**src/rtl/grf_pkg.sv**
```systemverilog
`default_nettype none
// ============================================================================
//  Module      : grf_pkg
//  Description : Shared defaults, constants and helpers for the general
//                register file with pending-write scoreboard.
//  Revision    : 1.0 - initial release
// ============================================================================
package grf_pkg;

  localparam int DATA_W_DEF   = 32;
  localparam int ADDR_W_DEF   = 5;
  localparam int PEND_W_DEF   = 2;
  localparam int REG_ZERO     = 0;

  // Widest index / packed read bus the slicing helper handles.
  localparam int ADDR_MAX     = 16;
  localparam int ADDR_BUS_MAX = 64;

  // Extract read-port k's index (aw bits wide) from the zero-extended
  // packed read-address bus; upper result bits are returned as zero.
  function automatic logic [ADDR_MAX-1:0] port_slice(
    input logic [ADDR_BUS_MAX-1:0] bus,
    input int                      k,
    input int                      aw
  );
    logic [ADDR_MAX-1:0] res;
    logic [5:0]          idx;
    res = '0;
    for (int b = 0; b < ADDR_MAX; b++) begin
      if (b < aw) begin
        idx    = 6'(k * aw + b);
        res[b] = bus[idx];
      end
    end
    return res;
  endfunction

endpackage
`default_nettype wire

```
**src/rtl/grf_pend_ctr.sv**
```systemverilog
`default_nettype none
// ============================================================================
//  Module      : grf_pend_ctr
//  Description : Saturating up/down pending-write counter for one register.
//                Flush clears it; o_err pulses on an overflowing increment or
//                an underflowing decrement (suppressed during flush).
//  Revision    : 1.0 - initial release
// ============================================================================
module grf_pend_ctr #(
  parameter int PEND_W = 2
) (
  input  logic              i_clk,
  input  logic              i_reset,
  input  logic              i_flush,
  input  logic              i_inc,
  input  logic              i_dec,
  output logic [PEND_W-1:0] o_cnt,
  output logic              o_err
);

  localparam logic [PEND_W-1:0] C_CNT_MAX = '1;

  logic [PEND_W-1:0] r_cnt;
  logic              w_full;
  logic              w_empty;
  logic              w_inc_ok;
  logic              w_dec_ok;

  assign w_full   = (r_cnt == C_CNT_MAX);
  assign w_empty  = (r_cnt == '0);
  assign w_inc_ok = i_inc && !w_full;
  assign w_dec_ok = i_dec && !w_empty;

  // Overflowing alloc or writeback with nothing pending, unless flushing.
  assign o_err = !i_flush && ((i_inc && w_full) || (i_dec && w_empty));
  assign o_cnt = r_cnt;

  // Counter update: flush dominates, otherwise net of accepted inc/dec.
  always_ff @(posedge i_clk or posedge i_reset) begin
    if (i_reset) begin
      r_cnt <= '0;
    end else if (i_flush) begin
      r_cnt <= '0;
    end else begin
      case ({w_inc_ok, w_dec_ok})
        2'b10:   r_cnt <= r_cnt + 1'b1;
        2'b01:   r_cnt <= r_cnt - 1'b1;
        default: r_cnt <= r_cnt;
      endcase
    end
  end

endmodule
`default_nettype wire

```
**src/rtl/grf_sb.sv**
```systemverilog
`default_nettype none
// ============================================================================
//  Module      : grf_sb
//  Description : General register file, NUM_RD combinational read ports with
//                same-cycle write bypass, one write port, per-register
//                pending-write scoreboard, sticky error and writeback trace.
//  Revision    : 1.0 - initial release
// ============================================================================
module grf_sb
  import grf_pkg::*;
#(
  parameter int DATA_W = DATA_W_DEF,
  parameter int ADDR_W = ADDR_W_DEF,
  parameter int NUM_RD = 2,
  parameter int PEND_W = PEND_W_DEF
) (
  input  logic                     i_clk,
  input  logic                     i_reset,
  input  logic [NUM_RD*ADDR_W-1:0] i_rd_addr,
  output logic [NUM_RD*DATA_W-1:0] o_rd_data,
  output logic [NUM_RD-1:0]        o_rd_busy,
  input  logic                     i_alloc_en,
  input  logic [ADDR_W-1:0]        i_alloc_addr,
  output logic                     o_alloc_ready,
  input  logic                     i_wr_en,
  input  logic [ADDR_W-1:0]        i_wr_addr,
  input  logic [DATA_W-1:0]        i_wr_data,
  input  logic [31:0]              i_wr_pc,
  input  logic                     i_flush,
  output logic                     o_wb_valid,
  output logic [31:0]              o_wb_pc,
  output logic [ADDR_W-1:0]        o_wb_addr,
  output logic [DATA_W-1:0]        o_wb_data,
  output logic                     o_err
);

  localparam int                C_DEPTH   = 2 ** ADDR_W;
  localparam logic [ADDR_W-1:0] C_ZERO    = ADDR_W'(REG_ZERO);
  localparam logic [PEND_W-1:0] C_CNT_MAX = '1;

  logic [DATA_W-1:0]       r_regs [C_DEPTH];
  logic [PEND_W-1:0]       w_cnt  [C_DEPTH];
  logic [C_DEPTH-1:0]      w_err_vec;
  logic [ADDR_BUS_MAX-1:0] w_rd_bus;
  logic                    w_wr_nz;
  logic                    r_err;
  logic                    r_wb_valid;
  logic [31:0]             r_wb_pc;
  logic [ADDR_W-1:0]       r_wb_addr;
  logic [DATA_W-1:0]       r_wb_data;

  assign w_wr_nz  = i_wr_en && (i_wr_addr != C_ZERO);
  assign w_rd_bus = ADDR_BUS_MAX'(i_rd_addr);

  // Register 0 has no counter and never reports an error.
  assign w_cnt[0]     = '0;
  assign w_err_vec[0] = 1'b0;

  generate
    for (genvar r = 1; r < C_DEPTH; r++) begin : g_ctr
      grf_pend_ctr #(
        .PEND_W (PEND_W)
      ) u_ctr (
        .i_clk   (i_clk),
        .i_reset (i_reset),
        .i_flush (i_flush),
        .i_inc   (i_alloc_en && (i_alloc_addr == ADDR_W'(r))),
        .i_dec   (i_wr_en && (i_wr_addr == ADDR_W'(r))),
        .o_cnt   (w_cnt[r]),
        .o_err   (w_err_vec[r])
      );
    end
  endgenerate

  // Address 0 always sees a zero counter, so it is always ready.
  assign o_alloc_ready = (w_cnt[i_alloc_addr] != C_CNT_MAX);

  generate
    for (genvar k = 0; k < NUM_RD; k++) begin : g_rd
      logic [ADDR_MAX-1:0] w_ra_full;
      logic [ADDR_W-1:0]   w_ra;
      logic                w_hit;
      logic [PEND_W-1:0]   w_rem;
      logic                w_unused_ra;

      assign w_ra_full   = port_slice(w_rd_bus, k, ADDR_W);
      assign w_ra        = w_ra_full[ADDR_W-1:0];
      assign w_unused_ra = ^w_ra_full[ADDR_MAX-1:ADDR_W];
      assign w_hit       = i_wr_en && (i_wr_addr == w_ra);
      // Pending count with the retiring write already removed.
      assign w_rem       = w_cnt[w_ra] - PEND_W'(w_hit);

      assign o_rd_data[k*DATA_W +: DATA_W] =
          (w_ra == C_ZERO) ? '0 :
          w_hit            ? i_wr_data :
                             r_regs[w_ra];
      assign o_rd_busy[k] = (w_ra != C_ZERO) && (w_rem != '0);
    end
  endgenerate

  // Storage: writes to register 0 are dropped so it stays zero.
  always_ff @(posedge i_clk or posedge i_reset) begin
    if (i_reset) begin
      for (int i = 0; i < C_DEPTH; i++) begin
        r_regs[i] <= '0;
      end
    end else if (w_wr_nz) begin
      r_regs[i_wr_addr] <= i_wr_data;
    end
  end

  // Sticky error: any counter error pulse sets it until reset.
  always_ff @(posedge i_clk or posedge i_reset) begin
    if (i_reset) begin
      r_err <= 1'b0;
    end else if (|w_err_vec) begin
      r_err <= 1'b1;
    end
  end

  // Writeback trace: valid every edge, payload held when no write retires.
  always_ff @(posedge i_clk or posedge i_reset) begin
    if (i_reset) begin
      r_wb_valid <= 1'b0;
      r_wb_pc    <= '0;
      r_wb_addr  <= '0;
      r_wb_data  <= '0;
    end else begin
      r_wb_valid <= w_wr_nz;
      if (w_wr_nz) begin
        r_wb_pc   <= i_wr_pc;
        r_wb_addr <= i_wr_addr;
        r_wb_data <= i_wr_data;
      end
    end
  end

  assign o_err      = r_err;
  assign o_wb_valid = r_wb_valid;
  assign o_wb_pc    = r_wb_pc;
  assign o_wb_addr  = r_wb_addr;
  assign o_wb_data  = r_wb_data;

endmodule
`default_nettype wire

```
**config.mk**
```make
export PLATFORM = sky130hd
export DESIGN_NAME = grf_sb
export DESIGN_NICKNAME = d
export VERILOG_FILES = /design/src/rtl/grf_pkg.sv /design/src/rtl/grf_pend_ctr.sv /design/src/rtl/grf_sb.sv
export SDC_FILE = /design/constraint.sdc
export NUM_CORES = 2
export LEC_CHECK = 0
export BUFFER_PORTS_ARGS = -buffer_cell sky130_fd_sc_hd__buf_4
export CAP_MARGIN = 20
export CELL_PAD_IN_SITES_DETAIL_PLACEMENT = 1
export CELL_PAD_IN_SITES_GLOBAL_PLACEMENT = 2
export CORE_ASPECT_RATIO = 2
export CORE_UTILIZATION = 40
export CTS_CLUSTER_SIZE = 14
export DETAILED_ROUTE_END_ITERATION = 10
export PLACE_DENSITY = 0.72
export RECOVER_POWER = 100
export SLEW_MARGIN = 20
export SYNTH_ARGS = -nofsm -noshare
export SYNTH_HDL_FRONTEND = slang
export SYNTH_SLANG_ARGS = --single-unit
```
**constraint.sdc**
```tcl
create_clock -name i_clk -period 81.7 [get_ports i_clk]
set_input_delay 4.085 -clock i_clk [delete_from_list [all_inputs] [get_ports i_clk]]
set_output_delay 4.085 -clock i_clk [all_outputs]
set_load 0.1 [all_outputs]
```
==> out/metrics.cfg <==
[route]
viasPerCell=6.51
drt_iter0_markers=3971
drtPass1Iterations=8
vias=46100
antenna_left=0
drc_errors=0
wl_per_cell_um=35.8
drt_wl_total_um=254000

[critical_path]
start_kind=primary input
critPathKind=primary input to async pin
path_max_fanout=169
arrival_ps=22070
required_ps=80200
endpoint_kind=async pin

[clock_tree]
clock-sinks=1157
clockRootBuffer=clkbuf_16
clk_latency_ps=770
htreeDepth=3
postCtsSetupRepairBufs=0
path_clk_slew_ps=70
cts_tree=done
ctsHoldBuffers=0
post_cts_resized=0
cts_buffers=112
cts_buffer_depth=3

[global_routing]
grt_pass1_wl_um=369000
antenna_found_initial=15
grt_max_degree=170
grt_pass1_vias=50200
grt.total_usage=0.326
grt_overflow=0

[power]
pwr-share-seq=0.439
internal_power_uw=1160
switchingPower_uw=544
pwr-share-comb=0.234
power.leakage_uw=0.0290
switching_share=0.319
power.density_mw_per_mm2=24.8
vdd_drop_max_uv=18.4
clkPwrFrac=0.327

[place]
finalWeightedCongestion=0.939
dp_slack_ps=68290
io_buffer_count=226
hpwlAfterDp_um=145000
place_area_sq_mm=0.0658
dp_cells=6869

[timing]
timing.final.crit_share=0.288
fmax_ghz=0.0424
hold_viol=0
maxSlewHeadroom=-5.23
fin_crit_ps=23570
fin_tns_setup_ps=0
skew_ps=26.2
rsz0062_at_grt=false
tightest_slew_ps=9340
finalMaxSlewViolations=2470
finalSetupViolations=0
worst_slack_ps=58130

[die]
fp.dieH_um=562
core_sq_mm=0.156
rows=205
io_pins=227
die_area_sq_mm=0.158
start_util=0.403
die_w_um=282

[finish]
drive_gt1_frac=0.329
final_cell_count_no_fill=7087
area_delta_synth_final_pct=9.52
nNetsFinal=5003
finalInstanceArea_sq_mm=0.0687

[yosys]
synthesis.nets=5106
seq_area_frac_synth=0.462
netlist_area_sq_mm=0.0627
synth_top_area_cell=dfrtp_1
synth_top_area_share=0.462
yosysWarnings=0
synth-seq-cells=1157
ys_types=68
synth-edff-count=0
async_reset_ff_frac=1.00
synth_area_leaders=dfrtp_1 46%, mux4_2 22%, mux2_2 12%, nand2_1 5.2%, o21ai_0 3.8%
avgSynthCellArea_sq_um=12.5
ys.flop_type=dfrtp_1
synth_cells=5017

[job]
maxCapViolCount=62

[worst_hold_path]
hp-class=flip-flop to flip-flop

[outcome]
status=finished, violations left
violations=capacitance limit, slew limit

power groups by stage:
stage               sequential (uW)  combinational [uW]  clock, uW
finish                          748                 398        557
global route                    760                 424        584
CTS                             746                 410        566
detailed placement              756                 408          0
global placement                747                 399          0
floorplan                       755                 294          0
registers in the layout, indices dropped and copies added, names as in the netlist:
register,flops
g_ctr.u_ctr.o_cnt,62
r_regs,1024
o_wb_pc,32
o_err,1
o_wb_data,32
o_wb_valid,1
o_wb_addr,5
cell usage in the layout (no fill, tap or decap), types with 28 or more instances in the layout:
| cell type | Yosys | layout |
|---|---|---|
| nand2_1 | 862 | 845 |
| buf_4 | 15 | 129 |
| clkbuf_16 | 0 | 113 |
| clkbuf_1 | 351 | 221 |
| o21ai_0 | 481 | 483 |
| o31ai_1 | 67 | 67 |
| nand3_1 | 31 | 28 |
| mux2_2 | 689 | 688 |
| a21oi_1 | 56 | 56 |
| nor2b_1 | 57 | 56 |
| mux4_2 | 607 | 607 |
| dfrtp_1 | 1157 | 1157 |
| nor2_1 | 91 | 94 |
| o22ai_1 | 66 | 66 |
logic make-up after synthesis:
logic type / Yosys count / synth area share
buf+inv: 556 / 0.0381
flops: 1157 / 0.462
mux: 1309 / 0.344
compound gates: 779 / 0.0716
xor+xnor: 11 / 0.00154
simple gates: 1205 / 0.0833
synth_stat cells (56+ instances only):
master and number:
clkbuf_1 351, nor2b_1 57, a21oi_1 56, dfrtp_1 1157
o22ai_1 66, buf_2 134, mux2_2 689, nor2_1 91
nand2_1 862, mux4_2 607, o21ai_0 481, o31ai_1 67
routing by layer:
metal	track usage	up-vias	part of all wire
li1	-	18300	-
met1	0.400	25200	0.37
met2	0.548	1872	0.50
met3	0.0537	690	0.064
met4	0.174	8	0.060
met5	0	-	0.00018
path summary, 6_finish.rpt:
kind | slack, ps | to | depth (start not counted) | startpoint
worst max-delay path | 58130 | r_regs[835] | 6 | i_reset
worst min-delay path | 400 | r_regs[998] | 0 | r_regs[998]
worst max register to register | 79430 | o_err | 6 | g_ctr[16].u_ctr.o_cnt[0]
worst min register to register | 400 | r_regs[998] | 0 | r_regs[998]
max in group i_clk | 65780 | o_rd_data[49] | 7 | i_wr_en
min in group asynchronous | 5020 | r_regs[25] | 2 | i_reset
critical path: stages:
cell and delay, ps:
clkbuf_4 110, clkinvlp_2 2900, clkbuf_1 3020, clkbuf_1 1980
clkbuf_1 2780, clkbuf_1 6690
cell type report:
class | instances | area [sq um]
inverter | 14 | 55.1
timing repair buffer | 325 | 1820
clock inverter | 41 | 548
multi-input combinational | 3304 | 31500
fill | 16100 | 87000
tap | 2070 | 2590
antenna | 9 | 22.5
clock buffer | 167 | 3220
sequential | 1157 | 29000
metrics by stage:
| stage | total power [uW] | util | hold WS (ps) |
|---|---|---|---|
| floorplan | 1050 | - | 441 |
| global placement | 1150 | 0.423 | 376 |
| detailed placement | 1160 | 0.423 | 383 |
| CTS | 1720 | 0.447 | 398 |
| global route | 1770 | 0.441 | 410 |
| finish | 1700 | 0.441 | 398 |
Power figures use the tool's default switching activity.
